**config.mk**
```make
export PLATFORM = sky130hd
export DESIGN_NAME = serial_full_subtractor
export DESIGN_NICKNAME = d
export VERILOG_FILES = /design/src/rtl/arith_pkg.sv /design/src/rtl/fs_cell_mux8.sv /design/src/rtl/serial_full_subtractor.sv
export SDC_FILE = /design/constraint.sdc
export NUM_CORES = 1
export LEC_CHECK = 0
export ABC_AREA = 1
export ABC_CLOCK_PERIOD_IN_PS = 2200
export CAP_MARGIN = 20
export CELL_PAD_IN_SITES_DETAIL_PLACEMENT = 0
export CELL_PAD_IN_SITES_GLOBAL_PLACEMENT = 1
export CORE_AREA = 3 3 50 87
export CTS_CLUSTER_DIAMETER = 30
export CTS_CLUSTER_SIZE = 20
export DETAILED_ROUTE_END_ITERATION = 8
export DIE_AREA = 0 0 53 90
export DONT_BUFFER_PORTS = 1
export GPL_TIMING_DRIVEN = 0
export PLACE_DENSITY_LB_ADDON = 0.2
export SLEW_MARGIN = 20
export SYNTH_ARGS = -nofsm -noshare
export SYNTH_HDL_FRONTEND = slang
export SYNTH_SLANG_ARGS = --single-unit
```
**constraint.sdc**
```tcl
create_clock -name clk -period 2.2 [get_ports clk]
set_clock_uncertainty 0.2 [all_clocks]
set_input_delay 0.44 -clock clk [delete_from_list [all_inputs] [get_ports clk]]
set_output_delay 0.44 -clock clk [all_outputs]
set_load 0.03 [all_outputs]
```
**src/rtl/arith_pkg.sv**
```systemverilog
// Shared constants for the mux-based arithmetic cells: FSM encodings and
// 8:1-mux truth tables (bit i is the cell output for select value i).
package arith_pkg;

   typedef enum logic [1:0] {
      ST_IDLE = 2'd0,
      ST_RUN  = 2'd1,
      ST_DONE = 2'd2
   } sub_state_e;

   // Full-subtractor tables, select = {a, b, borrow_in}
   localparam logic [7:0] FS_DIFF_TT  = 8'b1001_0110;
   localparam logic [7:0] FS_BRW_TT   = 8'b1000_1110;

   // Full-adder tables, select = {a, b, carry_in}
   localparam logic [7:0] FA_SUM_TT   = 8'b1001_0110;
   localparam logic [7:0] FA_CARRY_TT = 8'b1110_1000;

endpackage

```
**src/rtl/fs_cell_mux8.sv**
```systemverilog
// Combinational full-subtractor cell: two 8:1 muxes whose data inputs are the
// difference and borrow truth tables, selected by {a, b, bi}.
module fs_cell_mux8
   import arith_pkg::*;
(
   input  logic a,
   input  logic b,
   input  logic bi,
   output logic d,
   output logic bo
);

   logic [2:0] sel;
   logic [1:0] mux_out;

   assign sel = {a, b, bi};

   genvar gi;
   generate
      for (gi = 0; gi < 2; gi++) begin : g_mux
         // Mux 0 produces the difference bit, mux 1 the borrow-out.
         localparam logic [7:0] TT = (gi == 0) ? FS_DIFF_TT : FS_BRW_TT;
         logic y;

         always_comb begin
            y = 1'b0;
            unique case (sel)
               3'd0: y = TT[0];
               3'd1: y = TT[1];
               3'd2: y = TT[2];
               3'd3: y = TT[3];
               3'd4: y = TT[4];
               3'd5: y = TT[5];
               3'd6: y = TT[6];
               3'd7: y = TT[7];
            endcase
         end

         assign mux_out[gi] = y;
      end
   endgenerate

   assign d  = mux_out[0];
   assign bo = mux_out[1];

endmodule

```
**src/rtl/serial_full_subtractor.sv**
```systemverilog
// Bit-serial A - B - Bin, LSB first, one bit per clock through a single
// mux-based full-subtractor cell; the borrow is carried in a flip-flop.
module serial_full_subtractor
   import arith_pkg::*;
#(
   parameter int WIDTH = 8,
   parameter int CW    = 6
) (
   input  logic             clk,
   input  logic             rst_n,
   input  logic             start,
   input  logic [WIDTH-1:0] a,
   input  logic [WIDTH-1:0] b,
   input  logic             bin,
   output logic             busy,
   output logic             done,
   output logic [WIDTH-1:0] diff,
   output logic             bout
);

   sub_state_e       state_q, state_d;
   logic [WIDTH-1:0] a_sr_q, a_sr_d;
   logic [WIDTH-1:0] b_sr_q, b_sr_d;
   logic [WIDTH-1:0] res_sr_q, res_sr_d;
   logic             brw_q, brw_d;
   logic [CW-1:0]    cnt_q, cnt_d;
   logic [WIDTH-1:0] diff_q, diff_d;
   logic             bout_q, bout_d;

   logic             d_bit;
   logic             b_bit;
   logic [WIDTH-1:0] res_shift;
   logic             last_bit;

   fs_cell_mux8 u_cell (
      .a  (a_sr_q[0]),
      .b  (b_sr_q[0]),
      .bi (brw_q),
      .d  (d_bit),
      .bo (b_bit)
   );

   // New difference bit enters at the MSB so the LSB-first result lines up
   // after WIDTH shifts.
   generate
      if (WIDTH > 1) begin : g_shift_wide
         assign res_shift = {d_bit, res_sr_q[WIDTH-1:1]};
      end else begin : g_shift_one
         assign res_shift = d_bit;
      end
   endgenerate

   assign last_bit = (cnt_q == CW'(WIDTH - 1));

   always_comb begin
      state_d  = state_q;
      a_sr_d   = a_sr_q;
      b_sr_d   = b_sr_q;
      res_sr_d = res_sr_q;
      brw_d    = brw_q;
      cnt_d    = cnt_q;
      diff_d   = diff_q;
      bout_d   = bout_q;

      unique case (state_q)
         ST_IDLE, ST_DONE: begin
            if (start) begin
               a_sr_d  = a;
               b_sr_d  = b;
               brw_d   = bin;
               cnt_d   = '0;
               state_d = ST_RUN;
            end else begin
               state_d = ST_IDLE;
            end
         end

         ST_RUN: begin
            a_sr_d   = a_sr_q >> 1;
            b_sr_d   = b_sr_q >> 1;
            brw_d    = b_bit;
            res_sr_d = res_shift;
            cnt_d    = cnt_q + CW'(1);
            // Publish on the final step so the result is already visible
            // during the DONE cycle.
            if (last_bit) begin
               diff_d  = res_shift;
               bout_d  = b_bit;
               state_d = ST_DONE;
            end
         end

         default: state_d = ST_IDLE;
      endcase
   end

   always_ff @(posedge clk or negedge rst_n) begin
      if (!rst_n) begin
         state_q  <= ST_IDLE;
         a_sr_q   <= '0;
         b_sr_q   <= '0;
         res_sr_q <= '0;
         brw_q    <= 1'b0;
         cnt_q    <= '0;
         diff_q   <= '0;
         bout_q   <= 1'b0;
      end else begin
         state_q  <= state_d;
         a_sr_q   <= a_sr_d;
         b_sr_q   <= b_sr_d;
         res_sr_q <= res_sr_d;
         brw_q    <= brw_d;
         cnt_q    <= cnt_d;
         diff_q   <= diff_d;
         bout_q   <= bout_d;
      end
   end

   assign busy = (state_q == ST_RUN);
   assign done = (state_q == ST_DONE);
   assign diff = diff_q;
   assign bout = bout_q;

endmodule

```
-- Word level (Yosys, flattened, before mapping)
Memory sizes are Yosys's and may differ from the RTL's.
Index checks and enable logic that the tools add are counted.
- memory bits (read-only): 16
- output and inout bits: 11
- register bits: 42
- memories kept: 2
- word-level logic and storage cells: 32
- input port bits: 20
- $add $sub $neg: 1
- eq/ne operators: 5
- muxes and demuxes: 11
- reduce and logical (&&, ||, !) cells: 5
- memories (name ; depth ; bits a word ; read ports ; clocked after Yosys merged registers in ; write ports ; line ; RTL):
    (no name shown) ; 8 ; 1 ; 1 ; 0 ; 0 ; fs_cell_mux8.sv:27 ; unique case (sel)
    (no name shown) ; 8 ; 1 ; 1 ; 0 ; 0 ; fs_cell_mux8.sv:27 ;
- operators by type and width (cell ; count):
    8-bit one-hot mux with 2 select lines ; 2
    8-bit 2-to-1 mux ; 2
    6-bit one-hot mux with 2 select lines ; 1
    6-bit by 1-bit adder with 6-bit output, second input constant ; 1
    6-bit by 3-bit == test with 1-bit output, second input constant ; 1
    6-bit 2-to-1 mux ; 1
    2-bit one-hot mux with 2 select lines ; 1
    2-bit AND reduction ; 2
    2-bit by 1-bit == test with 1-bit output, second input constant ; 1
    2-bit == test, second input constant ; 1
    2-bit logical NOT ; 1
    1-bit 2-to-1 mux ; 2
    2-bit 2-to-1 mux ; 1
    2-bit by 1-bit inequality test with 1-bit output, second input constant ; 1
    2-bit inequality test, second input constant ; 1
    1-bit one-hot mux with 2 select lines ; 1
    2-bit nonzero test ; 1
    2-bit OR reduction ; 1

-- Logic depth before layout (Yosys ltp)
Gate-level depths: netlist of run 1.
- word-level depth: 4
- gate-level depth with buffers: 7
- depth with buffers taken out: 7

-- Modules after synthesis
From an unflattened synthesis of run 1, not the netlist that was laid out.
- cells, all modules: 213
- area, all modules: 1846.8 µm²
- modules (own cells, without submodules) (module ; seq. area each (µm²) ; instances ; area each (µm²) ; cells an instance):
    serial_full_subtractor ; 1026.0 ; 1 ; 1786.7 ; 202
    fs_cell_mux8 ; 0.0 ; 1 ; 60.1 ; 11

-- Least setup slack after synthesis of run 1
No wires, ideal clock.
- path type: reg-to-output
- start point: register state_q[1]
- end point: output busy
- cell stages (with the launch flop): 3
- arrival: 0.878 ns
- path buffers: 1
- required time: 1.560 ns
- setup slack: 0.682 ns
- cell sequence: dfrtp_1 nor2_4 buf_2
- longest elaborated chain between the ends: 1
- ends and longest elaborated chain (element ; line ; RTL):
    from (decl) ; serial_full_subtractor.sv:21 ; sub_state_e state_q, state_d;
    from (signal assigned) ; serial_full_subtractor.sv:108 ; state_q <= state_d;
    2-bit by 1-bit == test with 1-bit output ; serial_full_subtractor.sv:119 ; assign busy = (state_q == ST_RUN);
    to (decl) ; serial_full_subtractor.sv:15 ; output logic busy,
No other way between the ends.

-- Worst setup path after layout of run 1
Ends and elaborated chain as after synthesis.

==> results.py, run 1 <==
metrics = {
    "outcome": {
        "outcome": "finished clean",
    },
    "hold_path": {
        "worstHoldPathCells": 2,
        "min_path_type": "primary input to flop",
    },
    "finish": {
        "fillCellCount": 368,
        "diodes": 0,
        "utilization_pct": 54.0,
        "drive_above_1_share_pct": 13.0,
        "area_growth_pct": 9.64,
        "final_nets": 238,
    },
    "clock_network": {
        "postCtsSetupBuffers": 0,
        "clockBufferDepth": 2,
        "cts_tree": "yes",
        "cts_sinks": 41,
        "cts-htree-levels": 2,
        "clock_latency_ns": 0.29,
        "ctsResizeCount": 0,
        "hold_buffers": 2,
        "clock-root-buffer": "clkbuf_8",
        "cts.clk_slew.worst_paths_ns": 0.07,
        "cts_inserted_buffers": 5,
    },
    "setup_path": {
        "cp.depth": 2,
        "crit_type": "flop to output port",
        "rrSetupSlack_ns": 0.63,
        "path_max_fanout": 10,
        "worstPathRequired_ns": 1.56,
        "startpoint_type": "flop",
        "critPathTopFamily": "flip-flops",
        "rr_worst_depth": 7,
        "worstSetupEndpointType": "output port",
        "max_stage_delay_ns": 0.42,
        "cp_cell_sequence": "nor2_4, buf_2",
        "arrival_ns": 1.29,
        "critPathBufInv": 1,
        "cp_slowest_cell": "dfrtp_1",
    },
    "flow_run": {
        "max_cap_violations": 0,
    },
    "global_route": {
        "use_met2_pct": 27.4,
        "grt_pass1_vias": 1335,
        "antenna_found_initial": 0,
        "grt_use_met3_pct": 4.97,
        "use_met1_pct": 17.5,
        "grt_use_total_pct": 16.1,
        "grt_pass1_wl_mm": 5.71,
        "grt-busiest-layer": "met2",
        "grt_start_max_net_pins": 42,
        "globalRoute.totalOverflow": 0,
    },
    "floorplanning": {
        "die_h_um": 90,
        "ios": 31,
        "die_area_um2": 4770,
        "initial_utilization_pct": 49.2,
        "die_w_um": 53,
        "rows": 29,
        "core_um2": 3660,
    },
    "power": {
        "max-vdd-ir-drop_mv": 0.641,
        "power_density_nw_per_um2": 1370,
        "leakage_nw": 1.01,
    },
    "synth": {
        "yosys.cell_types.count": 20,
        "avgSynthCellArea_um2": 8.76,
        "yosysSeqAreaShare_pct": 56.9,
        "yosysWarnings": 0,
        "netlist.area_leader.share_pct": 56.9,
        "synth_area_leaders": "dfrtp_1 57%, nand2_1 19%, nand3_1 4.4%",
        "synth_top_cell_by_area": "dfrtp_1",
        "ys_ff_latch": 41,
        "synth_fp_nets": 229,
        "netlist_area_um2": 1800,
        "syn_inst": 206,
    },
    "drt": {
        "drtAntennaViolNets": 0,
        "vias": 1321,
        "drt_iter0_markers": 24,
        "via_per_inst": 5.06,
        "drt-total-wl_mm": 3.38,
        "post_drt_wl_per_cell_um": 12.9,
        "dr.pass1.iters": 4,
        "drcViolationCount": 0,
    },
    "timing": {
        "hold_viol": 0,
        "setup_violations": 0,
        "fmaxAchievable_ghz": 0.517,
        "fin_crit_sh_pct": 87.9,
        "finalMaxSlewViolations": 0,
        "fin_crit_ns": 1.93,
        "hold_ws_ns": 0.0660,
        "fin_tns_setup_ns": 0,
        "worstMarginPinSlew_ns": 0.548,
        "grt_setup_unrepaired": "no",
        "slew_headroom_pct": 63.3,
    },
    "placement": {
        "place.gp.congestion": 0.666,
        "port_buffers": 0,
        "dp_hpwl_mm": 2.50,
    },
}
## cells in the final DEF, fill, tap and decap left out
cell type,n
a31oi_1,1
buf_12,1
buf_2,4
buf_6,2
clkbuf_1,1
clkbuf_8,6
dfrtp_1,41
dlygate4sd3_1,1
ha_1,3
inv_1,14
inv_2,3
inv_4,1
nand2_1,91
nand2_2,2
nand3_1,16
nand3_4,1
nand4_1,1
nor2_1,4
nor2_2,1
nor2_4,1
o211ai_1,2
o21ai_0,11
o21ai_2,6
xor2_1,1
## final cells by class
type                            instances  area [um^2]  area share (%)
Timing Repair Buffer                    2         30.0            1.52
Buffer                                  6         42.5            2.15
Inverter                               18         70.1            3.54
Multi-Input combinational cell        141          666            33.6
Clock buffer                            7         86.3            4.36
Tap cell                               46         57.6            2.91
Sequential cell                        41         1030            51.9
## final timing paths
check,start,end
max in group asynchronous,rst_n,res_sr_q[6]$_DFFE_PN0P_
max,state_q[1]$_DFFE_PN0P_,busy
min in group asynchronous,rst_n,cnt_q[5]$_DFFE_PN0P_
min,a[7],a_sr_q[7]$_DFFE_PN0P_
min reg2reg,a_sr_q[7]$_DFFE_PN0P_,a_sr_q[7]$_DFFE_PN0P_
max reg2reg,cnt_q[1]$_DFFE_PN0P_,diff[3]$_DFFE_PN0P_
## synthesized netlist by cell type
cell	number
buf_6	2
inv_4	1
o211ai_1	2
nand2_1	91
inv_1	14
ha_1	3
nor2_1	4
a31oi_1	1
inv_2	3
nand3_4	1
xor2_1	1
nor2_4	1
buf_2	4
nand3_1	16
nand2_2	2
nand4_1	1
o21ai_2	6
o21ai_0	11
dfrtp_1	41
nor2_2	1
## state kept, by name (all words and copies together), names as in the netlist
register,flops
diff,8
cnt_q,6
b_sr_q,8
res_sr_q,7
state_q,2
bout,1
brw_q,1
a_sr_q,8
## kinds of logic (layout without fill, tap and decap cells)
logic type               Yosys count  count (layout)  share of synthesized area (%)
AND/OR/NAND/NOR                  117             117                           27.2
buffers and inverters             24              33                           6.24
flip-flops                        41              41                           56.9
AO/OA/AOI/OAI                     20              20                           7.14
XOR/XNOR                           1               1                          0.486
adder cells (fa/ha/maj)            3               3                           2.08
## through the flow
step / setup WS [ns] / instance area (um^2) / std cells / power (W)
after floorplan: 0.682 / 1800 / 206 / 0.00202
after global placement: 0.550 / 1860 / 252 / 0.00220
after detailed placement: 0.548 / 1860 / 252 / 0.00225
after CTS: 0.226 / 1980 / 261 / 0.00277
after global routing: 0.156 / 1980 / 261 / 0.00295
final: 0.266 / 1980 / 261 / 0.00272
## layer usage
layer  wire, um  share of wire (%)
met2       1820                 54
met5          0                  0
met1       1300                 38
met4         68                2.0
met3        190                5.6
## worst register-to-register path: stages, from the launching register on
cell,delay (ns)
dfrtp_1,0.37
ha_1,0.18
nand2_1,0.10
nor2_2,0.17
nand3_4,0.14
buf_6,0.18
nand2_1,0.07
o21ai_2,0.05
## power by group
| part | internal, W | total, W | switching, W |
|---|---|---|---|
| Combinational | 0.000330 | 0.000939 | 0.000608 |
| Sequential | 0.00103 | 0.00130 | 0.000261 |
| Clock | 0.000249 | 0.000483 | 0.000235 |
| Total | 0.00161 | 0.00272 | 0.00110 |
(Power assumes the default switching activity.)
==> run 2, diff against run 1 <==
Settings changed: GPL_TIMING_DRIVEN 0 to 1, REMOVE_ABC_BUFFERS set to 1.
==> run 2 against run 1 <==
Clock-buffer cell count is the same. Combinational power is 6.2% lower. Register-to-register slack got worse by 0.12 ns. Non-clock buffer count fell by 5. Power decreased by 2.1%. Final cell count shrank 1.9%. Critical path type unchanged. Critical endpoint is now done.
==> results.py, run 2 (synthesized netlist as in run 1, its figures left out) <==
metrics = {
    "global_route": {
        "grt_pass1_vias": 1277,
        "grt_pass1_wl_mm": 5.68,
        "globalRoute.totalOverflow": 0,
        "grt_use_total_pct": 15.9,
        "grt_start_max_net_pins": 42,
        "antenna_found_initial": 0,
    },
    "setup_path": {
        "worstPathRequired_ns": 1.56,
        "crit_type": "flop to output port",
        "rr_worst_depth": 5,
        "arrival_ns": 1.18,
        "startpoint_type": "flop",
        "critPathLaunch": "state_q[1]$_DFFE_PN0P_",
        "worstSetupEndpointType": "output port",
        "worstReg2RegStart": "state_q[1]$_DFFE_PN0P_",
        "path_max_fanout": 2,
    },
    "drt": {
        "drcViolationCount": 0,
        "vias": 1307,
        "post_drt_wl_per_cell_um": 12.9,
        "via_per_inst": 5.11,
        "drt_iter0_markers": 30,
        "drt-total-wl_mm": 3.30,
        "dr.pass1.iters": 4,
        "drtAntennaViolNets": 0,
    },
    "timing": {
        "hold_viol": 0,
        "hold_ws_ns": 0.0734,
        "worstMarginPinSlew_ns": 0.567,
        "fmaxAchievable_ghz": 0.549,
        "slew_headroom_pct": 62.0,
        "fin_tns_setup_ns": 0,
        "grt_setup_unrepaired": "no",
        "fin_crit_ns": 1.82,
        "finalMaxSlewViolations": 0,
        "fin_crit_sh_pct": 82.7,
        "setup_violations": 0,
    },
    "clock_network": {
        "cts_tree": "yes",
        "clock-root-buffer": "clkbuf_8",
        "cts-htree-levels": 2,
        "cts_sinks": 41,
        "cts.clk_slew.worst_paths_ns": 0.07,
        "cts_inserted_buffers": 5,
        "clock_latency_ns": 0.29,
        "hold_buffers": 2,
        "ctsResizeCount": 0,
        "postCtsSetupBuffers": 0,
        "clockBufferDepth": 2,
    },
    "floorplanning": {
        "rows": 29,
        "ios": 31,
        "die_w_um": 53,
        "die_area_um2": 4770,
        "die_h_um": 90,
        "initial_utilization_pct": 49.2,
        "core_um2": 3660,
    },
    "placement": {
        "port_buffers": 0,
        "placed_area_um2": 1830,
        "dp_hpwl_mm": 2.33,
        "place.gp.congestion": 0.704,
    },
    "finish": {
        "drive_above_1_share_pct": 11.0,
        "fillCellCount": 357,
        "utilization_pct": 53.0,
        "final_area_um2": 1940,
        "diodes": 0,
        "area_growth_pct": 7.70,
        "final_common_cell": "nand2_1",
        "layout_common_cells": "91 x nand2_1, 41 x dfrtp_1, 16 x nand3_1",
        "final_nets": 233,
    },
    "flow_run": {
        "max_cap_violations": 0,
    },
    "hold_path": {
        "worstHoldPathCells": 2,
        "worstHoldStart": "a[7]",
        "min_path_type": "primary input to flop",
    },
    "outcome": {
        "outcome": "finished clean",
    },
    "power": {
        "power_density_nw_per_um2": 1370,
        "leakage_nw": 0.983,
        "max-vdd-ir-drop_mv": 0.630,
    },
}
==> run 2: cell count changes in the layout (fill, tap and decap cells not counted), sizes merged <==
cell | previous run | this run
buf | 7 | 2
==> run 2: final cells by class <==
type	count	area (um^2)	area share [%]
clock buffer	7	86.3	4.44
inverter	18	70.1	3.61
multi-input combinational	141	666	34.3
sequential	41	1030	52.8
tap	46	57.6	2.96
timing repair buffer	3	37.5	1.93
==> run 2: path summary, 6_finish.rpt <==
| path | slack (ns) | to |
|---|---|---|
| max | 0.38 | done |
| min | 0.07 | a_sr_q[7]$_DFFE_PN0P_ |
| max reg2reg | 0.51 | bout$_DFFE_PN0P_ |
| min reg2reg | 0.28 | a_sr_q[7]$_DFFE_PN0P_ |
| max in group asynchronous | 1.17 | diff[0]$_DFFE_PN0P_ |
| min in group asynchronous | 0.41 | res_sr_q[1]$_DFFE_PN0P_ |
==> run 2: metrics by stage <==
stage          cells  setup slack [ns]  power, W
2_1_floorplan    200             0.516   0.00197
3_3_place_gp     247             0.537   0.00215
3_5_place_dp     247             0.515   0.00220
4_1_cts          256             0.356   0.00271
5_1_grt          256             0.315   0.00290
6_report         256             0.380   0.00266
==> run 2: report_power, final <==
part | total (W) | internal, W | switching (W)
sequential | 0.00130 | 0.00103 | 0.000265
combinational | 0.000881 | 0.000293 | 0.000589
clock | 0.000480 | 0.000249 | 0.000232
total | 0.00266 | 0.00158 | 0.00109
==> run 2: per-layer routing <==
metal | part of all wire [%] | track usage, % | vias up
met1 | 39 | 16.8 | 617
met2 | 53 | 27.4 | 34
li1 | - | - | 649
met3 | 6.4 | 5.30 | 7
met4 | 2.2 | 7.04 | 0
met5 | 0 | 0 | -
==> run 2: worst max-delay path: stages (launching register included) <==
cell and delay (ns):
dfrtp_1 0.41, inv_2 0.05, nor2_1 0.44
==> run 3, diff against run 2 <==
Settings changed: ABC_CLOCK_PERIOD_IN_PS 2200 to 1500, CORE_AREA 3 3 50 87 to 3 3 55 94, DIE_AREA 0 0 53 90 to 0 0 58 97.
Clock period 2.2 ns to 1.5 ns, I/O delays scaled along.
==> run 3 against run 2 <==
Sequential power increased by 49%. The run now ends with negative setup slack left. Clock-buffer cell count down 2. Sequential share of layout area decreased by 9.6 points. Combinational power grew 110%. Final cell count rose by 13%. Setup slack lost 0.42 ns.
==> results.py, run 3 (synthesized netlist as in run 1, its figures left out) <==
metrics = {
    "outcome": {
        "outcome": "complete, but fails checks",
        "violations": "negative setup slack",
    },
    "floorplanning": {
        "ios": 31,
        "die_area_um2": 5630,
        "rows": 32,
        "die_h_um": 97,
        "initial_utilization_pct": 40.2,
        "core_um2": 4480,
        "die_w_um": 58,
    },
    "finish": {
        "drive_above_1_share_pct": 21.3,
        "utilization_pct": 53.0,
        "layout_common_cells": "79 x nand2_1, 41 x dfrtp_1, 18 x dlygate4sd3_1",
        "area_growth_pct": 31.6,
        "final_cells": 290,
        "final_area_um2": 2370,
        "final_common_cell": "nand2_1",
        "final_nets": 263,
        "diodes": 0,
    },
    "hold_path": {
        "worstHoldStart": "start",
        "holdPathEnd": "state_q[0]$_DFFE_PN0P_",
        "worstHoldPathCells": 2,
        "min_path_type": "primary input to flop",
    },
    "power": {
        "p_switching_w": 0.00176,
        "switching_share_pct": 39.5,
        "combinationalPowerShare_pct": 41.9,
        "power_w": 0.00445,
        "power_density_nw_per_um2": 1880,
        "clkPwrFrac_pct": 14.5,
        "p_seq_share_pct": 43.6,
        "max-vdd-ir-drop_mv": 1.02,
        "internal_power_w": 0.00270,
        "leakage_nw": 1.16,
    },
    "drt": {
        "vias": 1439,
        "via_per_inst": 4.96,
        "drt_iter0_markers": 43,
        "dr.pass1.iters": 4,
        "drt-total-wl_mm": 3.69,
        "post_drt_wl_per_cell_um": 12.7,
        "drtAntennaViolNets": 0,
        "drcViolationCount": 0,
    },
    "timing": {
        "fin_ws_ns": -0.0364,
        "setup_violations": 2,
        "fin_tns_setup_ns": -0.0420,
        "slew_headroom_pct": 75.7,
        "fin_crit_ns": 1.54,
        "fin_crit_sh_pct": 102,
        "fmaxAchievable_ghz": 0.651,
        "worstMarginPinSlew_ns": 0.365,
        "finalMaxSlewViolations": 0,
        "hold_viol": 0,
        "grt_setup_unrepaired": "yes",
    },
    "placement": {
        "dp_hpwl_mm": 2.41,
        "placed_area_um2": 1900,
        "place.gp.congestion": 0.756,
        "dp.cells": 258,
        "port_buffers": 0,
    },
    "clock_network": {
        "cts_tree": "yes",
        "clock_latency_ns": 0.29,
        "clock-root-buffer": "clkbuf_8",
        "cts.clk_slew.worst_paths_ns": 0.07,
        "cts-htree-levels": 2,
        "clockBufferDepth": 2,
        "cts_sinks": 41,
        "cts_inserted_buffers": 5,
    },
    "setup_path": {
        "cp_cell_sequence": "nor2_4, buf_12",
        "arrival_ns": 1.04,
        "startpoint_type": "flop",
        "rrSetupSlack_ns": 0,
        "worstPathRequired_ns": 1.00,
        "r2r_end": "diff[4]$_DFFE_PN0P_",
        "cp_slowest_cell": "dfrtp_1",
        "rr_worst_depth": 7,
        "critPathBufInv": 1,
        "worstReg2RegStart": "cnt_q[1]$_DFFE_PN0P_",
        "max_stage_delay_ns": 0.42,
        "path_max_fanout": 7,
        "critPathTopFamily": "flip-flops",
        "crit_type": "flop to output port",
        "worstSetupEndpointType": "output port",
    },
    "global_route": {
        "grt_pass1_wl_mm": 6.38,
        "globalRoute.totalOverflow": 0,
        "antenna_found_initial": 0,
        "grt_use_total_pct": 14.5,
        "grt_pass1_vias": 1446,
        "grt_start_max_net_pins": 42,
    },
    "flow_run": {
        "max_cap_violations": 0,
    },
}
==> run 3: worst max path at each step <==
stage / from / end / slack [ns] / cells after the start
after floorplan: state_q[1]$_DFFE_PN0P_ / bout$_DFFE_PN0P_ / -0.18 / 5
after global placement: cnt_q[0]$_DFFE_PN0P_ / diff[6]$_DFFE_PN0P_ / 0.06 / 7
after detailed placement: cnt_q[0]$_DFFE_PN0P_ / diff[3]$_DFFE_PN0P_ / 0.02 / 7
after CTS: state_q[1]$_DFFE_PN0P_ / done / -0.05 / 3
after global routing: state_q[1]$_DFFE_PN0P_ / busy / -0.09 / 2
final: state_q[1]$_DFFE_PN0P_ / busy / -0.04 / 2
==> run 3: power groups by stage <==
| stage | Sequential [W] | Combinational [W] | Clock [W] |
|---|---|---|---|
| 5_1_grt | 0.00200 | 0.00210 | 0.000724 |
| 2_1_floorplan | 0.00186 | 0.00102 | 0 |
| 4_1_cts | 0.00191 | 0.00164 | 0.000677 |
| 6_report | 0.00194 | 0.00187 | 0.000645 |
| 3_3_place_gp | 0.00191 | 0.00139 | 0 |
| 3_5_place_dp | 0.00193 | 0.00143 | 0 |
==> run 3: area by class of cell <==
type,count,area (um^2)
Clock buffer,5,68.8
Fill cell,423,2110
Clock inverter,1,5.00
Timing Repair Buffer,33,398
Multi-Input combinational cell,141,741
Inverter,18,72.6
Tap cell,51,63.8
Sequential cell,41,1030
==> run 3: per-stage QoR <==
| stage | hold slack, ns | worst slack [ns] |
|---|---|---|
| 5_1_grt | 0.0421 | -0.0877 |
| 6_report | 0.0550 | -0.0364 |
| 2_1_floorplan | -0.196 | -0.184 |
| 3_3_place_gp | -0.194 | 0.0616 |
| 4_1_cts | 0.0444 | -0.0532 |
| 3_5_place_dp | -0.194 | 0.0180 |
==> run 3: per-layer routing <==
| layer | GRT usage, % | part of all wire [%] |
|---|---|---|
| met3 | 4.54 | 4.9 |
| met1 | 15.9 | 39 |
| met2 | 25.2 | 54 |
| met4 | 5.89 | 1.7 |
| met5 | 0 | 0 |
==> run 3: repair_timing <==
action,CTS,global route
hold buffers,19,0
gates resized for setup,1,25
setup buffers,1,3
endpoints found under the hold margin,58,0
setup endpoints to repair,3,12
cloned,1,2
pin swaps,1,7
